<file path="config.mk">
export PLATFORM = sky130hd
export DESIGN_NAME = regfile_write_buffer_flat
export DESIGN_NICKNAME = d
export VERILOG_FILES = /design/src/rtl/regfile_write_buffer_if.sv /design/src/rtl/regfile_write_buffer.sv /design/src/flat_wrapper.sv
export SDC_FILE = /design/constraint.sdc
export NUM_CORES = 1
export LEC_CHECK = 0
export CORE_MARGIN = 2
export CORE_UTILIZATION = 58
export CTS_BUF_LIST = sky130_fd_sc_hd__clkbuf_4 sky130_fd_sc_hd__clkbuf_8
export CTS_CLUSTER_DIAMETER = 60
export DETAILED_ROUTE_END_ITERATION = 10
export GPL_TIMING_DRIVEN = 0
export PLACE_DENSITY = 0.95
export SYNTH_ARGS = -nofsm -noshare
export SYNTH_HDL_FRONTEND = slang
export SYNTH_SLANG_ARGS = --single-unit
</file>
<file path="constraint.sdc">
create_clock -name clk -period 19.05 [get_ports clk]
set_input_delay 5.715 -clock clk [delete_from_list [all_inputs] [get_ports clk]]
set_output_delay 5.715 -clock clk [all_outputs]
set_load 0.02 [all_outputs]
</file>
<file path="src/rtl/regfile_write_buffer_if.sv">
// Handshake and drain bundle for the register-file write buffer.
// Producer side is master, buffer side is slave.
interface regfile_write_buffer_if #(
  parameter int DEPTH = 4,
  parameter int AW    = 5,
  parameter int DW    = 32
);
  localparam int CW = $clog2(DEPTH) + 1;

  logic          in_valid;
  logic          in_ready;
  logic [AW-1:0] in_reg;
  logic [DW-1:0] in_data;
  logic          drain_hold;

  logic          Reg_Write;
  logic [AW-1:0] Write_Reg;
  logic [DW-1:0] Write_Data;

  logic [CW-1:0] count;
  logic          empty;
  logic          full;

  logic [AW-1:0] lk_reg1;
  logic [AW-1:0] lk_reg2;
  logic          lk_hit1;
  logic          lk_hit2;
  logic [DW-1:0] lk_data1;
  logic [DW-1:0] lk_data2;

  modport master (
    output in_valid, in_reg, in_data, drain_hold,
    output lk_reg1, lk_reg2,
    input  in_ready, Reg_Write, Write_Reg, Write_Data,
    input  count, empty, full,
    input  lk_hit1, lk_hit2, lk_data1, lk_data2
  );

  modport slave (
    input  in_valid, in_reg, in_data, drain_hold,
    input  lk_reg1, lk_reg2,
    output in_ready, Reg_Write, Write_Reg, Write_Data,
    output count, empty, full,
    output lk_hit1, lk_hit2, lk_data1, lk_data2
  );
endinterface

</file>
<file path="src/rtl/regfile_write_buffer.sv">
// In-order write FIFO feeding the single register-file write port.
// Define WRBUF_BYPASS_EN to enable forwarding lookups over queued entries.
module regfile_write_buffer #(
  parameter int DEPTH = 4,
  parameter int AW    = 5,
  parameter int DW    = 32
) (
  input logic                 clk,
  input logic                 rst,
  regfile_write_buffer_if.slave bus
);
  localparam int PW = $clog2(DEPTH);
  localparam int CW = PW + 1;

  logic [PW-1:0] rd_ptr_q, rd_ptr_d;
  logic [PW-1:0] wr_ptr_q, wr_ptr_d;
  logic [CW-1:0] count_q, count_d;
  logic [AW-1:0] reg_q  [DEPTH];
  logic [AW-1:0] reg_d  [DEPTH];
  logic [DW-1:0] data_q [DEPTH];
  logic [DW-1:0] data_d [DEPTH];

  logic          empty_w;
  logic          full_w;
  logic          push_hs;
  logic          push_en;
  logic          pop_en;

  assign empty_w = (count_q == '0);
  assign full_w  = (count_q == CW'(DEPTH));

  // Register 0 writes complete the handshake but are never stored.
  assign push_hs = bus.in_valid && !full_w;
  assign push_en = push_hs && (bus.in_reg != '0);
  assign pop_en  = !empty_w && !bus.drain_hold;

  assign bus.in_ready = !full_w;
  assign bus.count    = count_q;
  assign bus.empty    = empty_w;
  assign bus.full     = full_w;

  // Drain port: head entry presented whenever something is queued.
  always_comb begin
    bus.Reg_Write  = pop_en;
    bus.Write_Reg  = '0;
    bus.Write_Data = '0;
    if (!empty_w) begin
      bus.Write_Reg  = reg_q[rd_ptr_q];
      bus.Write_Data = data_q[rd_ptr_q];
    end
  end

  // Next-state for pointers, occupancy and storage.
  always_comb begin
    rd_ptr_d = rd_ptr_q;
    wr_ptr_d = wr_ptr_q;
    count_d  = count_q;
    reg_d    = reg_q;
    data_d   = data_q;
    if (push_en) begin
      reg_d[wr_ptr_q]  = bus.in_reg;
      data_d[wr_ptr_q] = bus.in_data;
      wr_ptr_d         = wr_ptr_q + 1'b1;
    end
    if (pop_en) begin
      rd_ptr_d = rd_ptr_q + 1'b1;
    end
    unique case ({push_en, pop_en})
      2'b10:   count_d = count_q + 1'b1;
      2'b01:   count_d = count_q - 1'b1;
      default: count_d = count_q;
    endcase
  end

  // State registers; reset discards every pending entry.
  always_ff @(posedge clk or posedge rst) begin
    if (rst) begin
      rd_ptr_q <= '0;
      wr_ptr_q <= '0;
      count_q  <= '0;
      for (int i = 0; i < DEPTH; i++) begin
        reg_q[i]  <= '0;
        data_q[i] <= '0;
      end
    end else begin
      rd_ptr_q <= rd_ptr_d;
      wr_ptr_q <= wr_ptr_d;
      count_q  <= count_d;
      reg_q    <= reg_d;
      data_q   <= data_d;
    end
  end

`ifdef WRBUF_BYPASS_EN
  logic          hit1, hit2;
  logic [DW-1:0] dat1, dat2;

  // Scan oldest to youngest so the youngest match wins.
  always_comb begin
    hit1 = 1'b0;
    hit2 = 1'b0;
    dat1 = '0;
    dat2 = '0;
    for (int k = 0; k < DEPTH; k++) begin : scan
      logic [PW-1:0] idx;
      idx = rd_ptr_q + PW'(k);
      if (CW'(k) < count_q) begin
        if (bus.lk_reg1 != '0 && reg_q[idx] == bus.lk_reg1) begin
          hit1 = 1'b1;
          dat1 = data_q[idx];
        end
        if (bus.lk_reg2 != '0 && reg_q[idx] == bus.lk_reg2) begin
          hit2 = 1'b1;
          dat2 = data_q[idx];
        end
      end
    end
  end

  assign bus.lk_hit1  = hit1;
  assign bus.lk_hit2  = hit2;
  assign bus.lk_data1 = dat1;
  assign bus.lk_data2 = dat2;
`else
  logic unused_lk;
  assign unused_lk    = ^{bus.lk_reg1, bus.lk_reg2};
  assign bus.lk_hit1  = 1'b0;
  assign bus.lk_hit2  = 1'b0;
  assign bus.lk_data1 = '0;
  assign bus.lk_data2 = '0;
`endif

endmodule

</file>
<file path="src/flat_wrapper.sv">
// flat-port wrapper written by rule: the top's interface ports become plain ports
module regfile_write_buffer_flat 
#(
  parameter int DEPTH = 4,
  parameter int AW    = 5,
  parameter int DW    = 32
)
  (clk, rst, bus_in_valid, bus_in_reg, bus_in_data, bus_drain_hold, bus_lk_reg1, bus_lk_reg2, bus_in_ready, bus_Reg_Write, bus_Write_Reg, bus_Write_Data, bus_count, bus_empty, bus_full, bus_lk_hit1, bus_lk_hit2, bus_lk_data1, bus_lk_data2);
  regfile_write_buffer_if #(.DEPTH(DEPTH), .AW(AW), .DW(DW)) bus_i ();
  input logic clk;
  input logic rst;
  input wire logic [$bits(bus_i.in_valid)-1:0] bus_in_valid;
  input wire logic [$bits(bus_i.in_reg)-1:0] bus_in_reg;
  input wire logic [$bits(bus_i.in_data)-1:0] bus_in_data;
  input wire logic [$bits(bus_i.drain_hold)-1:0] bus_drain_hold;
  input wire logic [$bits(bus_i.lk_reg1)-1:0] bus_lk_reg1;
  input wire logic [$bits(bus_i.lk_reg2)-1:0] bus_lk_reg2;
  output wire logic [$bits(bus_i.in_ready)-1:0] bus_in_ready;
  output wire logic [$bits(bus_i.Reg_Write)-1:0] bus_Reg_Write;
  output wire logic [$bits(bus_i.Write_Reg)-1:0] bus_Write_Reg;
  output wire logic [$bits(bus_i.Write_Data)-1:0] bus_Write_Data;
  output wire logic [$bits(bus_i.count)-1:0] bus_count;
  output wire logic [$bits(bus_i.empty)-1:0] bus_empty;
  output wire logic [$bits(bus_i.full)-1:0] bus_full;
  output wire logic [$bits(bus_i.lk_hit1)-1:0] bus_lk_hit1;
  output wire logic [$bits(bus_i.lk_hit2)-1:0] bus_lk_hit2;
  output wire logic [$bits(bus_i.lk_data1)-1:0] bus_lk_data1;
  output wire logic [$bits(bus_i.lk_data2)-1:0] bus_lk_data2;
  assign bus_i.in_valid = bus_in_valid;
  assign bus_i.in_reg = bus_in_reg;
  assign bus_i.in_data = bus_in_data;
  assign bus_i.drain_hold = bus_drain_hold;
  assign bus_i.lk_reg1 = bus_lk_reg1;
  assign bus_i.lk_reg2 = bus_lk_reg2;
  assign bus_in_ready = bus_i.in_ready;
  assign bus_Reg_Write = bus_i.Reg_Write;
  assign bus_Write_Reg = bus_i.Write_Reg;
  assign bus_Write_Data = bus_i.Write_Data;
  assign bus_count = bus_i.count;
  assign bus_empty = bus_i.empty;
  assign bus_full = bus_i.full;
  assign bus_lk_hit1 = bus_i.lk_hit1;
  assign bus_lk_hit2 = bus_i.lk_hit2;
  assign bus_lk_data1 = bus_i.lk_data1;
  assign bus_lk_data2 = bus_i.lk_data2;
  regfile_write_buffer #(.DEPTH(DEPTH), .AW(AW), .DW(DW)) u_core (.clk(clk), .rst(rst), .bus(bus_i));
endmodule
</file>
==> impl_metrics.env <==
export IMPL_cts_tree="done"
export IMPL_fin_tns_setup_ps=0
export IMPL_postCtsSetupRepairBufs=0
export IMPL_async_flop_share=1.00
export IMPL_final_min_clock_period_ps=12890
export IMPL_dieArea_sq_um=14900
export IMPL_cp_common_cell="clkdlybuf4s50_1"
export IMPL_netlist_cell_type_count=26
export IMPL_synth_commonest_cells="dfrtp_1 (155), mux2_4 (120), buf_4 (66), mux4_2 (37), nor2b_1 (37)"
export IMPL_dieWidth_um=122
export IMPL_crit_chain="clkdlybuf4s50_1 -> nor2_1 -> clkdlybuf4s50_1"
export IMPL_vias_per_cell=5.09
export IMPL_worstHoldStart="u_core.reg_q[0]"
export IMPL_clock_insertion_delay_worst_skew_ps=450
export IMPL_worstHoldPathCells=1
export IMPL_grt_max_degree=87
export IMPL_hpwlAfterDp_mm=11.2
export IMPL_cellPowerDensity_nw_per_um2=188
export IMPL_path_class="in -> out"
export IMPL_clk_pin_slew_worst_paths_ps=70
export IMPL_min_period_over_period=0.677
export IMPL_netlist_area_sq_um=8090
export IMPL_first_iter_violations=249
export IMPL_required_ps=13330
export IMPL_reg2reg_to="u_core.bus.count[2]"
export IMPL_synth_avg_cell_area_sq_um=16.0
export IMPL_num_vias=4416
export IMPL_coreArea_sq_um=13800
export IMPL_cts_buffers=17
export IMPL_arrival_ps=7180
export IMPL_drv_slew=0
export IMPL_drc=0
export IMPL_grt_pass1_vias=4852
export IMPL_yosysSeqAreaShare=0.479
export IMPL_relSlewSlack=0.487
export IMPL_drive_gt1_frac=0.455
export IMPL_final_util=0.712
export IMPL_synth_area_leaders="dfrtp_1 (48%), mux2_4 (22%), mux4_2 (10%), buf_4 (6.1%), mux2_2 (4.0%)"
export IMPL_ant_nets=0
export IMPL_crit_buf_inv=2
export IMPL_rrSetupSlack_ps=16390
export IMPL_antenna_found_initial=0
export IMPL_yosysTopAreaCell="dfrtp_1"
export IMPL_startpoint_type="input port"
export IMPL_postSynthCellCount=506
export IMPL_hp_class="reg -> reg"
export IMPL_htreeDepth=4
export IMPL_root_buffer="clkbuf_8"
export IMPL_synth_top_flop_cell="dfrtp_1"
export IMPL_max_cap_violations=0
export IMPL_rsz0062_at_grt="no"
export IMPL_die_h_um=122
export IMPL_hold_violations=0
export IMPL_max_freq_mhz=77.6
export IMPL_synth_edf_count=0
export IMPL_cts_sinks=155
export IMPL_num_nets_final=732
export IMPL_cts_resized=0
export IMPL_synth_warnings=0
export IMPL_rows=43
export IMPL_ir_worst_vdd_uv=124
export IMPL_holdPathEnd="u_core.reg_q[0]"
export IMPL_worst_pin_slew_ps=767
export IMPL_hold_buffers=0
export IMPL_cpPeakStageDelay_ps=680
export IMPL_reg2reg_from="u_core.bus.count[0]"
export IMPL_syn_to_final_growth_pct=21.2
export IMPL_grt_util_all_layers=0.236
export IMPL_place_gp_congestion=0.762
export IMPL_cp_slowest_cell="clkdlybuf4s50_1"
export IMPL_grt_pass1_wl_mm=26.5
export IMPL_clockBufferDepth=2
export IMPL_port_buffers=84
export IMPL_setup_violations_final=0
export IMPL_io_pins=161
export IMPL_cp_top_family="buffers and inverters"
export IMPL_finClkSkew_ps=13.8
export IMPL_reg2reg_depth=9
export IMPL_path_max_fanout=3
export IMPL_status="finished clean"
export IMPL_gr_total_overflow=0
export IMPL_synth_seq_cells=155
export IMPL_totalWireLength_mm=16.1
export IMPL_yosys_area_top_type_share=0.479
export IMPL_wire_per_inst_um=18.6
export IMPL_cp_end_kind="output pin"
export IMPL_initial_utilization=0.587
export IMPL_dr_pass1_iters=4
export IMPL_synth_most_common_cell="dfrtp_1"
export IMPL_antenna_cells=0
export IMPL_p_leak_nw=4.49
[layer usage]
metal / up-vias / GRT usage / routed length [um]
li1: 1988 / - / -
met1: 2283 / 0.314 / 6900
met2: 130 / 0.398 / 8230
met3: 15 / 0.0529 / 839
met4: 0 / 0.0603 / 170
met5: - / 0 / 0
[kinds of logic (layout without fill, tap and decap cells)]
family / Yosys count / after routing / synth area share
simple gates: 47 / 47 / 0.0362
compound gates: 5 / 5 / 0.0111
buf+inv: 99 / 216 / 0.0888
xor+xnor: 6 / 6 / 0.00650
flops: 155 / 155 / 0.479
mux: 187 / 187 / 0.367
other cells: 1 / 66 / 0.000464
fa+ha+maj: 6 / 6 / 0.0102
[worst register-to-register path: stages (launching register included)]
cell and delay [ps]:
dfrtp_1 430, nor3_1 590, clkbuf_1 450, nor2_1 200, ha_1 270, inv_1 80
fa_1 180, xor2_1 150, nor2_1 60, xor2_1 140
[layout make-up]
class                      count  area (sq um)
timing repair buffer          85           868
multi-input combinational    317          3740
clock inverter                 6          36.3
inverter                       9          38.8
buffer                        90           684
sequential                   155          3880
clock buffer                  26           333
fill                         922          3970
tap                          180           225
[how the worst max path moves through the flow]
| stage | startpoint | end | slack, ps | depth (start not counted) |
|---|---|---|---|---|
| floorplan | bus_drain_hold | bus_Reg_Write | 7240 | 1 |
| CTS | bus_drain_hold | bus_Reg_Write | 6140 | 3 |
| detailed placement | bus_drain_hold | bus_Reg_Write | 6130 | 3 |
| finish | bus_drain_hold | bus_Reg_Write | 6160 | 3 |
| global placement | bus_drain_hold | bus_Reg_Write | 6150 | 3 |
| global route | bus_drain_hold | bus_Reg_Write | 6100 | 3 |
[registers in the layout (all words and copies together) (netlist names)]
| name | count |
|---|---|
| u_core.data_q | 128 |
| u_core.reg_q | 20 |
| u_core.bus.count | 3 |
| u_core.rd_ptr_q | 2 |
| u_core.wr_ptr_q | 2 |
[metrics by stage]
step / instances / hold slack, ps / area (sq um) / worst slack (ps) / total power [W]
floorplan: 571 / 475 / 8330 / 7240 / 0.00130
global placement: 835 / 484 / 9400 / 6150 / 0.00157
detailed placement: 836 / 491 / 9430 / 6130 / 0.00162
CTS: 868 / 511 / 9800 / 6140 / 0.00186
global route: 868 / 523 / 9800 / 6100 / 0.00195
finish: 868 / 509 / 9800 / 6160 / 0.00185
[power by group]
group / switching (W) / internal, W
sequential: 0.000102 / 0.000500
combinational: 0.000411 / 0.000603
clock: 0.000117 / 0.000113
total: 0.000630 / 0.00122
[layout by cell type, fill, tap and decap left out]
cell type and instances:
mux2_2 29, nor2_1 2, mux2i_1 1, conb_1 66
dfrtp_1 155, clkbuf_1 5, xor2_1 4, buf_4 66
xnor2_1 2, fa_1 1, clkbuf_8 22, nand3_1 1
nor3_1 1, buf_2 7, a211oi_4 4, a211o_2 1
nor3b_1 1, mux2_4 120, buf_16 1, clkinv_4 1
mux4_2 37, clkinvlp_4 1, inv_6 1, nor2b_1 37
inv_1 5, clkdlybuf4s50_1 84, inv_2 2, clkinv_2 4
buf_6 12, clkbuf_4 4, clkinv_1 1, nand2_1 4
nor4_4 1, ha_1 5
Note: power is estimated with default switching activity, not from simulation.
